[src/rtl/pd_tdl_pkg.sv]
// Shared FSM encoding, default parameters and helper functions for the
// hybrid tapped-delay-line phase detector.
package pd_tdl_pkg;

  typedef enum logic [1:0] {
    ST_IDLE        = 2'd0,
    ST_WAIT_SECOND = 2'd1,
    ST_RESULT      = 2'd2
  } pd_state_e;

  localparam int unsigned FINE_TAPS_DEF    = 15;
  localparam int unsigned COARSE_WIDTH_DEF = 6;
  localparam int unsigned TIMEOUT_DEF      = 63;
  localparam int unsigned WIDTH_DEF        = 12;
  localparam int unsigned POP_MAX          = 64;

  function automatic int unsigned clog2(input int unsigned value);
    int unsigned res;
    int unsigned rem;
    res = 0;
    rem = (value > 0) ? value - 1 : 0;
    while (rem > 0) begin
      res++;
      rem = rem >> 1;
    end
    return res;
  endfunction

  // Counting ones rather than locating the transition tolerates bubbles.
  function automatic int unsigned popcount(input logic [POP_MAX-1:0] vec);
    int unsigned cnt;
    cnt = 0;
    for (int i = 0; i < int'(POP_MAX); i++) begin
      if (vec[i]) cnt++;
    end
    return cnt;
  endfunction

  function automatic int unsigned max2(input int unsigned a, input int unsigned b);
    return (a > b) ? a : b;
  endfunction

endpackage

[src/rtl/tdl_capture_line.sv]
// One delay line: buffer chain of inverter pairs, snapshot register,
// metastability register and rising-edge / fine-value extraction.
module tdl_capture_line
  import pd_tdl_pkg::*;
#(
  parameter  int unsigned FINE_TAPS = FINE_TAPS_DEF,
  localparam int unsigned FW        = clog2(FINE_TAPS + 1)
) (
  input  logic          fpga_clk_i,
  input  logic          reset_i,
  input  logic          din_i,
  output logic          event_c,
  output logic [FW-1:0] fine_c
);

  logic [FINE_TAPS:1] taps;
  (* dont_touch = "true" *) logic [FINE_TAPS:1] snap_q;
  logic [FINE_TAPS:1] snap_d;
  logic [FINE_TAPS:1] sync_q;
  logic [FINE_TAPS:1] sync_d;
  logic               prev_q;
  logic               prev_d;

  // Each stage is its own net so the chain is not a self-referencing vector.
  for (genvar i = 1; i <= FINE_TAPS; i++) begin : g_tap
    (* dont_touch = "true" *) logic inv_n;
    (* dont_touch = "true" *) logic tap;
    if (i == 1) begin : g_first
      assign inv_n = ~din_i;
    end else begin : g_next
      assign inv_n = ~g_tap[i-1].tap;
    end
    assign tap     = ~inv_n;
    assign taps[i] = tap;
  end

  always_comb begin
    snap_d = taps;
    sync_d = snap_q;
    prev_d = sync_q[1];
  end

  always_ff @(posedge fpga_clk_i or posedge reset_i) begin
    if (reset_i) begin
      snap_q <= '0;
      sync_q <= '0;
      prev_q <= 1'b0;
    end else begin
      snap_q <= snap_d;
      sync_q <= sync_d;
      prev_q <= prev_d;
    end
  end

  assign event_c = sync_q[1] & ~prev_q;
  assign fine_c  = FW'(popcount(POP_MAX'(sync_q)));

endmodule

[src/rtl/phase_detector_tdl_hybrid.sv]
// Hybrid coarse-counter / fine-TDL phase detector between a reference and a
// generated clock; reports signed error in tap units.
module phase_detector_tdl_hybrid
  import pd_tdl_pkg::*;
#(
  parameter int unsigned FINE_TAPS    = FINE_TAPS_DEF,
  parameter int unsigned COARSE_WIDTH = COARSE_WIDTH_DEF,
  parameter int unsigned TIMEOUT      = TIMEOUT_DEF,
  parameter int unsigned WIDTH        = WIDTH_DEF
) (
  input  logic                    fpga_clk_i,
  input  logic                    reset_i,
  input  logic                    enable_i,
  input  logic                    reference_i,
  input  logic                    generated_i,
  output logic signed [WIDTH-1:0] pd_error_o,
  output logic                    pd_valid_o,
  output logic                    pd_timeout_o,
  output logic                    pd_busy_o
);

  localparam int unsigned FW = clog2(FINE_TAPS + 1);
  localparam int unsigned CW = COARSE_WIDTH;
  localparam int unsigned EW = max2(WIDTH + 2, CW + FW + 2);
  localparam logic signed [EW-1:0] TAPS_S  = EW'(FINE_TAPS);
  localparam logic signed [EW-1:0] SAT_MAX = EW'({1'b0, {(WIDTH-1){1'b1}}});
  localparam logic signed [EW-1:0] SAT_MIN = ~SAT_MAX;

  logic          ref_evt_c;
  logic          gen_evt_c;
  logic [FW-1:0] ref_fine_c;
  logic [FW-1:0] gen_fine_c;

  tdl_capture_line #(.FINE_TAPS(FINE_TAPS)) u_ref_line (
    .fpga_clk_i (fpga_clk_i),
    .reset_i    (reset_i),
    .din_i      (reference_i),
    .event_c    (ref_evt_c),
    .fine_c     (ref_fine_c)
  );

  tdl_capture_line #(.FINE_TAPS(FINE_TAPS)) u_gen_line (
    .fpga_clk_i (fpga_clk_i),
    .reset_i    (reset_i),
    .din_i      (generated_i),
    .event_c    (gen_evt_c),
    .fine_c     (gen_fine_c)
  );

  pd_state_e               state_q, state_d;
  logic [CW-1:0]           cnt_q, cnt_d;
  logic                    ref_first_q, ref_first_d;
  logic [FW-1:0]           fine_ref_q, fine_ref_d;
  logic [FW-1:0]           fine_gen_q, fine_gen_d;
  logic signed [CW:0]      coarse_q, coarse_d;
  logic signed [WIDTH-1:0] error_q, error_d;
  logic                    valid_q, valid_d;
  logic                    timeout_q, timeout_d;
  logic                    busy_q, busy_d;

  logic [CW-1:0]           elapsed_c;
  logic signed [EW-1:0]    err_full_c;
  logic signed [WIDTH-1:0] err_sat_c;

  // Cycles since the first event, counting the current one.
  assign elapsed_c = cnt_q + 1'b1;

  // Wide error then saturation to the output range.
  always_comb begin
    err_full_c = EW'(coarse_q) * TAPS_S
               + EW'($signed({1'b0, fine_ref_q}))
               - EW'($signed({1'b0, fine_gen_q}));
    if (err_full_c > SAT_MAX) begin
      err_sat_c = WIDTH'(SAT_MAX);
    end else if (err_full_c < SAT_MIN) begin
      err_sat_c = WIDTH'(SAT_MIN);
    end else begin
      err_sat_c = WIDTH'(err_full_c);
    end
  end

  always_comb begin
    state_d     = state_q;
    cnt_d       = cnt_q;
    ref_first_d = ref_first_q;
    fine_ref_d  = fine_ref_q;
    fine_gen_d  = fine_gen_q;
    coarse_d    = coarse_q;
    error_d     = error_q;
    valid_d     = 1'b0;
    timeout_d   = 1'b0;

    case (state_q)
      ST_IDLE: begin
        if (ref_evt_c && gen_evt_c) begin
          fine_ref_d = ref_fine_c;
          fine_gen_d = gen_fine_c;
          coarse_d   = '0;
          state_d    = ST_RESULT;
        end else if (ref_evt_c) begin
          ref_first_d = 1'b1;
          fine_ref_d  = ref_fine_c;
          cnt_d       = '0;
          state_d     = ST_WAIT_SECOND;
        end else if (gen_evt_c) begin
          ref_first_d = 1'b0;
          fine_gen_d  = gen_fine_c;
          cnt_d       = '0;
          state_d     = ST_WAIT_SECOND;
        end
      end
      ST_WAIT_SECOND: begin
        cnt_d = elapsed_c;
        if (ref_first_q && gen_evt_c) begin
          fine_gen_d = gen_fine_c;
          coarse_d   = $signed({1'b0, elapsed_c});
          state_d    = ST_RESULT;
        end else if (!ref_first_q && ref_evt_c) begin
          fine_ref_d = ref_fine_c;
          coarse_d   = -$signed({1'b0, elapsed_c});
          state_d    = ST_RESULT;
        end else if (elapsed_c == CW'(TIMEOUT)) begin
          timeout_d = 1'b1;
          state_d   = ST_IDLE;
        end
      end
      ST_RESULT: begin
        error_d = err_sat_c;
        valid_d = 1'b1;
        state_d = ST_IDLE;
      end
      default: state_d = ST_IDLE;
    endcase

    // Disarming abandons any measurement without reporting it.
    if (!enable_i) begin
      state_d   = ST_IDLE;
      error_d   = error_q;
      valid_d   = 1'b0;
      timeout_d = 1'b0;
    end

    busy_d = (state_d == ST_WAIT_SECOND);
  end

  always_ff @(posedge fpga_clk_i or posedge reset_i) begin
    if (reset_i) begin
      state_q     <= ST_IDLE;
      cnt_q       <= '0;
      ref_first_q <= 1'b0;
      fine_ref_q  <= '0;
      fine_gen_q  <= '0;
      coarse_q    <= '0;
      error_q     <= '0;
      valid_q     <= 1'b0;
      timeout_q   <= 1'b0;
      busy_q      <= 1'b0;
    end else begin
      state_q     <= state_d;
      cnt_q       <= cnt_d;
      ref_first_q <= ref_first_d;
      fine_ref_q  <= fine_ref_d;
      fine_gen_q  <= fine_gen_d;
      coarse_q    <= coarse_d;
      error_q     <= error_d;
      valid_q     <= valid_d;
      timeout_q   <= timeout_d;
      busy_q      <= busy_d;
    end
  end

  assign pd_error_o   = error_q;
  assign pd_valid_o   = valid_q;
  assign pd_timeout_o = timeout_q;
  assign pd_busy_o    = busy_q;

endmodule

[config.mk]
export PLATFORM = sky130hd
export DESIGN_NAME = phase_detector_tdl_hybrid
export DESIGN_NICKNAME = d
export VERILOG_FILES = /design/src/rtl/pd_tdl_pkg.sv /design/src/rtl/tdl_capture_line.sv /design/src/rtl/phase_detector_tdl_hybrid.sv
export SDC_FILE = /design/constraint.sdc
export NUM_CORES = 1
export LEC_CHECK = 0
export ABC_CLOCK_PERIOD_IN_PS = 4000
export CAP_MARGIN = 20
export CORE_MARGIN = 4
export CORE_UTILIZATION = 54
export CTS_CLUSTER_SIZE = 8
export DETAILED_ROUTE_END_ITERATION = 8
export MAX_ROUTING_LAYER = met4
export PLACE_DENSITY_LB_ADDON = 0.3
export SYNTH_ARGS = -nofsm -noshare
export SYNTH_HDL_FRONTEND = slang
export SYNTH_SLANG_ARGS = --single-unit
[constraint.sdc]
create_clock -name fpga_clk_i -period 4 [get_ports fpga_clk_i]
set_clock_uncertainty 0.05 [all_clocks]
set_input_delay 0.8 -clock fpga_clk_i [delete_from_list [all_inputs] [get_ports fpga_clk_i]]
set_output_delay 0.8 -clock fpga_clk_i [all_outputs]
set_load 0.03 [all_outputs]
# Yosys cells after proc, flatten, opt, wreduce, memory -nomap -nowiden
# Index checks and enable logic that the tools add are counted.
# Widths: inputs -> output; s select.
# totals
regBits	45
in_bits	5
out_inout_bits	15
# classes
n_addsub	32
mul	1
magnitude_cmp	2
eq_ne	14
n_mux	67
n_bitwise	5
reduce_logical	13
# ops
operator	n
$mux 4	36
$add 4x1->4 const B	26
$mux 12	2
$mux 7	3
$mux 6	3
$pmux 4 s2	2
$ne 3x3->1 const B	5
$gt 14x12->1 const B	1
$lt 14x12->1 const B	1
$mux 2	7
$pmux 7 s2	1
$sub 13x5->14	1
$add 12x5->13	1
$mul 7x5->12 const B	1
$pmux 6 s2	1
$mux 1	11
$ne 2x2->1 const B	5
$reduce_and 3->1	3
$reduce_and 4->1	2
$neg 6->7	1
$add 6x1->6 const B	1
$eq 6x6->1 const B	1
$add 1x1->2 const B	2
$eq 2x1->1 const B	2
9 further kinds	15

# Logic depth before layout (Yosys ltp)
# depth
depth_word	33
mapped_depth	18
ltp_nobuf	17

# By module
# A second synthesis with hierarchy kept.
# hier_totals
cells_unflattened	362
hier_area_um2	3489.6
# modules_own_cells
mod	instances	cells_each	area_each_um2
phase_detector_tdl_hybrid	1	346	3259.4
tdl_capture_line	2	8	115.1

# Worst setup path after synthesis
# Ideal clock, no wire load.
# synth_timing
path_kind	register to register
startpoint	register coarse_q[4]
endpoint	register error_q[10] (netlist: pd_error_o[10])
setup_ns	0.135
arrival_time_ns	4.296
path_slack_ns	-0.481
path_stages_with_launch	14
path_buffers	0
path_cell_list	dfrtp_1 inv_1 fa_1 fa_1 fa_1 ha_1 ha_1 o21a_1 o21ai_1 o21ba_1 o21a_1 or3_1 a2111oi_0 nor4_1
# synth_via
elab_chain_len	6
word_cells_on_any_way	7
# synth_lines
element	line_no	rtl
start, declared	phase_detector_tdl_hybrid.sv:55	logic signed [CW:0] coarse_q, coarse_d;
start signal, assigned	phase_detector_tdl_hybrid.sv:164	coarse_q <= coarse_d;
$mul 7x5->12 (*)	phase_detector_tdl_hybrid.sv:70	err_full_c = EW'(coarse_q) * TAPS_S
$add 12x5->13 (*)	phase_detector_tdl_hybrid.sv:71	+ EW'($signed({1'b0, fine_ref_q}))
$sub 13x5->14 (*)	phase_detector_tdl_hybrid.sv:72	- EW'($signed({1'b0, fine_gen_q}));
$lt 14x12->1	phase_detector_tdl_hybrid.sv:75	end else if (err_full_c < SAT_MIN) begin
$mux 12	phase_detector_tdl_hybrid.sv:75	
$mux 12 (*)	phase_detector_tdl_hybrid.sv:73	if (err_full_c > SAT_MAX) begin
end signal, assigned	phase_detector_tdl_hybrid.sv:165	error_q <= error_d;
end, declared	phase_detector_tdl_hybrid.sv:56	logic signed [WIDTH-1:0] error_q, error_d;
# Every way passes the cells marked *; elsewhere a longest branch is shown, timed or not.
# A chain may end at the register's enable or synchronous reset.

# Final worst setup path
# layout_timing
startpoint	register coarse_q[2]
endpoint	register error_q[8] (netlist: pd_error_o[8])
# Same word-level chain as after synthesis.

==> results.sh <==
export IMPL_synth_top_cell_by_area="dfrtp_1"
export IMPL_cts_buffers=5
export IMPL_n_fill_cell=372
export IMPL_cts_tree="done"
export IMPL_final_cell_mix="buf_4 (46), dfrtp_1 (33), nor2_1 (30), inv_1 (30), ha_1 (29)"
export IMPL_syn_num_nets=381
export IMPL_syn_to_final_growth_pct=30.5
export IMPL_postSynthAreaPerCell_um2=9.75
export IMPL_dr_pass1_iters=4
export IMPL_ys_top_cells_by_area="dfrtp_1 (31%), fa_1 (14%), ha_1 (13%)"
export IMPL_postCtsHoldBufs=0
export IMPL_cts_sinks=39
export IMPL_gp_congestion=0.847
export IMPL_setup_violations=12
export IMPL_vias=2520
export IMPL_rsz0062_at_grt="true"
export IMPL_hold_class="reg2reg"
export IMPL_grt_antenna_before_repair=0
export IMPL_async_flop_share=1.00
export IMPL_initial_core_util=0.561
export IMPL_drt_iter0_drc=70
export IMPL_htreeDepth=2
export IMPL_nNetsFinal=448
export IMPL_route_detailed_drc=0
export IMPL_grt_pass1_wl_um=11000
export IMPL_fin_cells=461
export IMPL_worst_setup_path_start_kind="flop"
export IMPL_crit_top_cell="fa_1"
export IMPL_dp_hpwl_um=4870
export IMPL_timing_hold_ws_ns=0.313
export IMPL_ant_nets=0
export IMPL_die_y_um=84.1
export IMPL_synth_edf_count=0
export IMPL_clock_latency_ns=0.29
export IMPL_fin_crit_sh=1.10
export IMPL_grt_util_all_layers=0.198
export IMPL_n_antenna_cell=0
export IMPL_cp_arrival_ns=4.52
export IMPL_placement_rows=27
export IMPL_die_w_um=84.1
export IMPL_tns_ns=-3.33
export IMPL_path_clk_slew_ns=0.08
export IMPL_grt_start_max_net_pins=26
export IMPL_vias_per_cell=5.47
export IMPL_fmax_mhz=228
export IMPL_cts_buffer_depth=2
export IMPL_status="finished, violations left"
export IMPL_critPathMaxFanout=18
export IMPL_synth_cell_types=47
export IMPL_clockRootBuffer="clkbuf_8"
export IMPL_criticalPathCategory="reg2reg"
export IMPL_ys_flop_type="dfrtp_1"
export IMPL_syn_inst=321
export IMPL_io_pins=20
export IMPL_violations="negative setup slack"
export IMPL_grt_pass1_vias=2530
export IMPL_synth_top_area_frac=0.312
export IMPL_fin_ws_ns=-0.393
export IMPL_drv_cap=0
export IMPL_io_buffers=19
export IMPL_die_area_um2=7080
export IMPL_dpl_cell_count=443
export IMPL_cp_end_kind="flop"
export IMPL_final_common_cell="buf_4"
export IMPL_worst_pin_slew_ns=0.693
export IMPL_ys_ff_latch=39
export IMPL_drive_above_1_share=0.267
export IMPL_netlist_area_um2=3130
export IMPL_worst_path_buf_inv=5
export IMPL_wl_per_cell_um=14.1
export IMPL_post_route_min_period_ns=4.39
export IMPL_maxSlewViolCount=0
export IMPL_hold_viol=0
export IMPL_cp_top_family="adder cells"
export IMPL_cp_data_required_time_ns=4.13
export IMPL_critPathSlowestCell="fa_1"
export IMPL_routed_wl_um=6510
export IMPL_core_area_um2=5570
export IMPL_relSlewSlack=0.537
export IMPL_grt_overflow=0
export IMPL_synth_seq_area_share=0.312
export IMPL_yosysWarnings=0
export IMPL_crit_path_cell_trace="buf_6, fa_1, ha_4, fa_1, inv_2, fa_1, inv_2, ha_4, o211ai_1, o21bai_2, buf_6, nor2_4, o41ai_4, xnor2_2, buf_12, a21oi_1, nor4_1"
export IMPL_critPathMaxStageDelay_ns=0.55
-- metal layers --
metal	wire length (um)	vias to the layer above	global-route usage	part of all wire
met3	235	17	0.0316	0.036
met2	3550	56	0.363	0.55
met4	168	0	0.0819	0.026
met5	0	-	-	0
met1	2560	1225	0.208	0.39
li1	-	1222	-	-
-- metrics by stage --
stage | util | instance area (um^2) | setup WS [ns]
after floorplan | - | 3200 | -0.240
after global placement | 0.673 | 3750 | -0.280
after detailed placement | 0.673 | 3750 | -0.383
after CTS | 0.712 | 3970 | -0.318
after global routing | 0.733 | 4080 | -0.676
final | 0.733 | 4080 | -0.393
-- registers in the layout, summed over array words and instances (netlist names) --
| name | cells |
|---|---|
| u_ref_line.snap_q | 1 |
| u_gen_line.snap_q | 1 |
| pd_error_o | 12 |
| fine_ref_q | 1 |
| pd_busy_o | 1 |
| u_ref_line.prev_q | 1 |
| u_ref_line.sync_q | 1 |
| pd_timeout_o | 1 |
| cnt_q | 6 |
| fine_gen_q | 1 |
| state_q | 2 |
| coarse_q | 7 |
| ref_first_q | 1 |
| u_gen_line.prev_q | 1 |
| pd_valid_o | 1 |
| u_gen_line.sync_q | 1 |
-- timing repair --
item | 4_1_cts | 5_1_grt
setup buffers | 4 | 4
gates cloned | 0 | 1
gates resized for setup | 14 | 12
pin swaps | 5 | 11
endpoints found under the setup margin | 12 | 12
-- worst paths after layout --
| path | from | end | slack, ns | depth (start not counted) |
|---|---|---|---|---|
| worst max register to register | coarse_q[2]$_DFFE_PP0P_ | pd_error_o[8]$_DFFE_PP0P_ | -0.39 | 17 |
| max in group asynchronous | reset_i | cnt_q[5]$_DFFE_PP0P_ | 2.53 | 3 |
| worst max-delay path | coarse_q[2]$_DFFE_PP0P_ | pd_error_o[8]$_DFFE_PP0P_ | -0.39 | 17 |
| worst min-delay path | u_ref_line.snap_q[1]$_DFF_PP0_ | u_ref_line.sync_q[1]$_DFF_PP0_ | 0.31 | 0 |
| worst min register to register | u_ref_line.snap_q[1]$_DFF_PP0_ | u_ref_line.sync_q[1]$_DFF_PP0_ | 0.31 | 0 |
| min in group asynchronous | reset_i | fine_ref_q[0]$_DFFE_PP0P_ | 0.78 | 2 |
-- worst register-to-register path, stage by stage (launching register included) --
cell and delay [ns]:
dfrtp_2 0.45, buf_6 0.13, fa_1 0.55, ha_4 0.22, fa_1 0.54, inv_2 0.04, fa_1 0.51, inv_2 0.05
ha_4 0.26, o211ai_1 0.09, o21bai_2 0.18, buf_6 0.14, nor2_4 0.04, o41ai_4 0.25, xnor2_2 0.18, buf_12 0.19
a21oi_1 0.09, nor4_1 0.34
-- area by class of cell --
type	instances	area (um^2)	area share
multi-input cells	234	2110	0.517
flip-flops and latches	39	983	0.241
repair buffers	72	649	0.159
inverters	36	135	0.0331
well taps	72	90.1	0.0221
clock buffers	5	68.8	0.0169
clock inverters	3	43.8	0.0107
-- kinds of logic after synthesis --
logic type | share of synthesized area
mux | 0.00680
compound gates | 0.177
xor+xnor | 0.0608
buf+inv | 0.0604
fa+ha+maj | 0.273
simple gates | 0.110
flops | 0.312
-- synthesized netlist by cell type, types with 2 or more instances --
master	instances
inv_1	36
o31ai_1	7
fa_1	22
o21ai_0	15
clkbuf_1	10
nand2b_1	3
nand3_1	7
o21ai_1	2
o211ai_1	3
a211oi_1	9
ha_1	33
o21a_1	4
dfrtp_1	39
a22o_1	4
nand2_1	23
a21o_1	4
nor2_1	31
xor2_1	10
a31oi_1	2
xnor2_1	8
a21oi_1	19
nor4_1	5
Power is not shown: default switching activity piles up to over one toggle a cycle in this logic, so the estimate is an artifact.
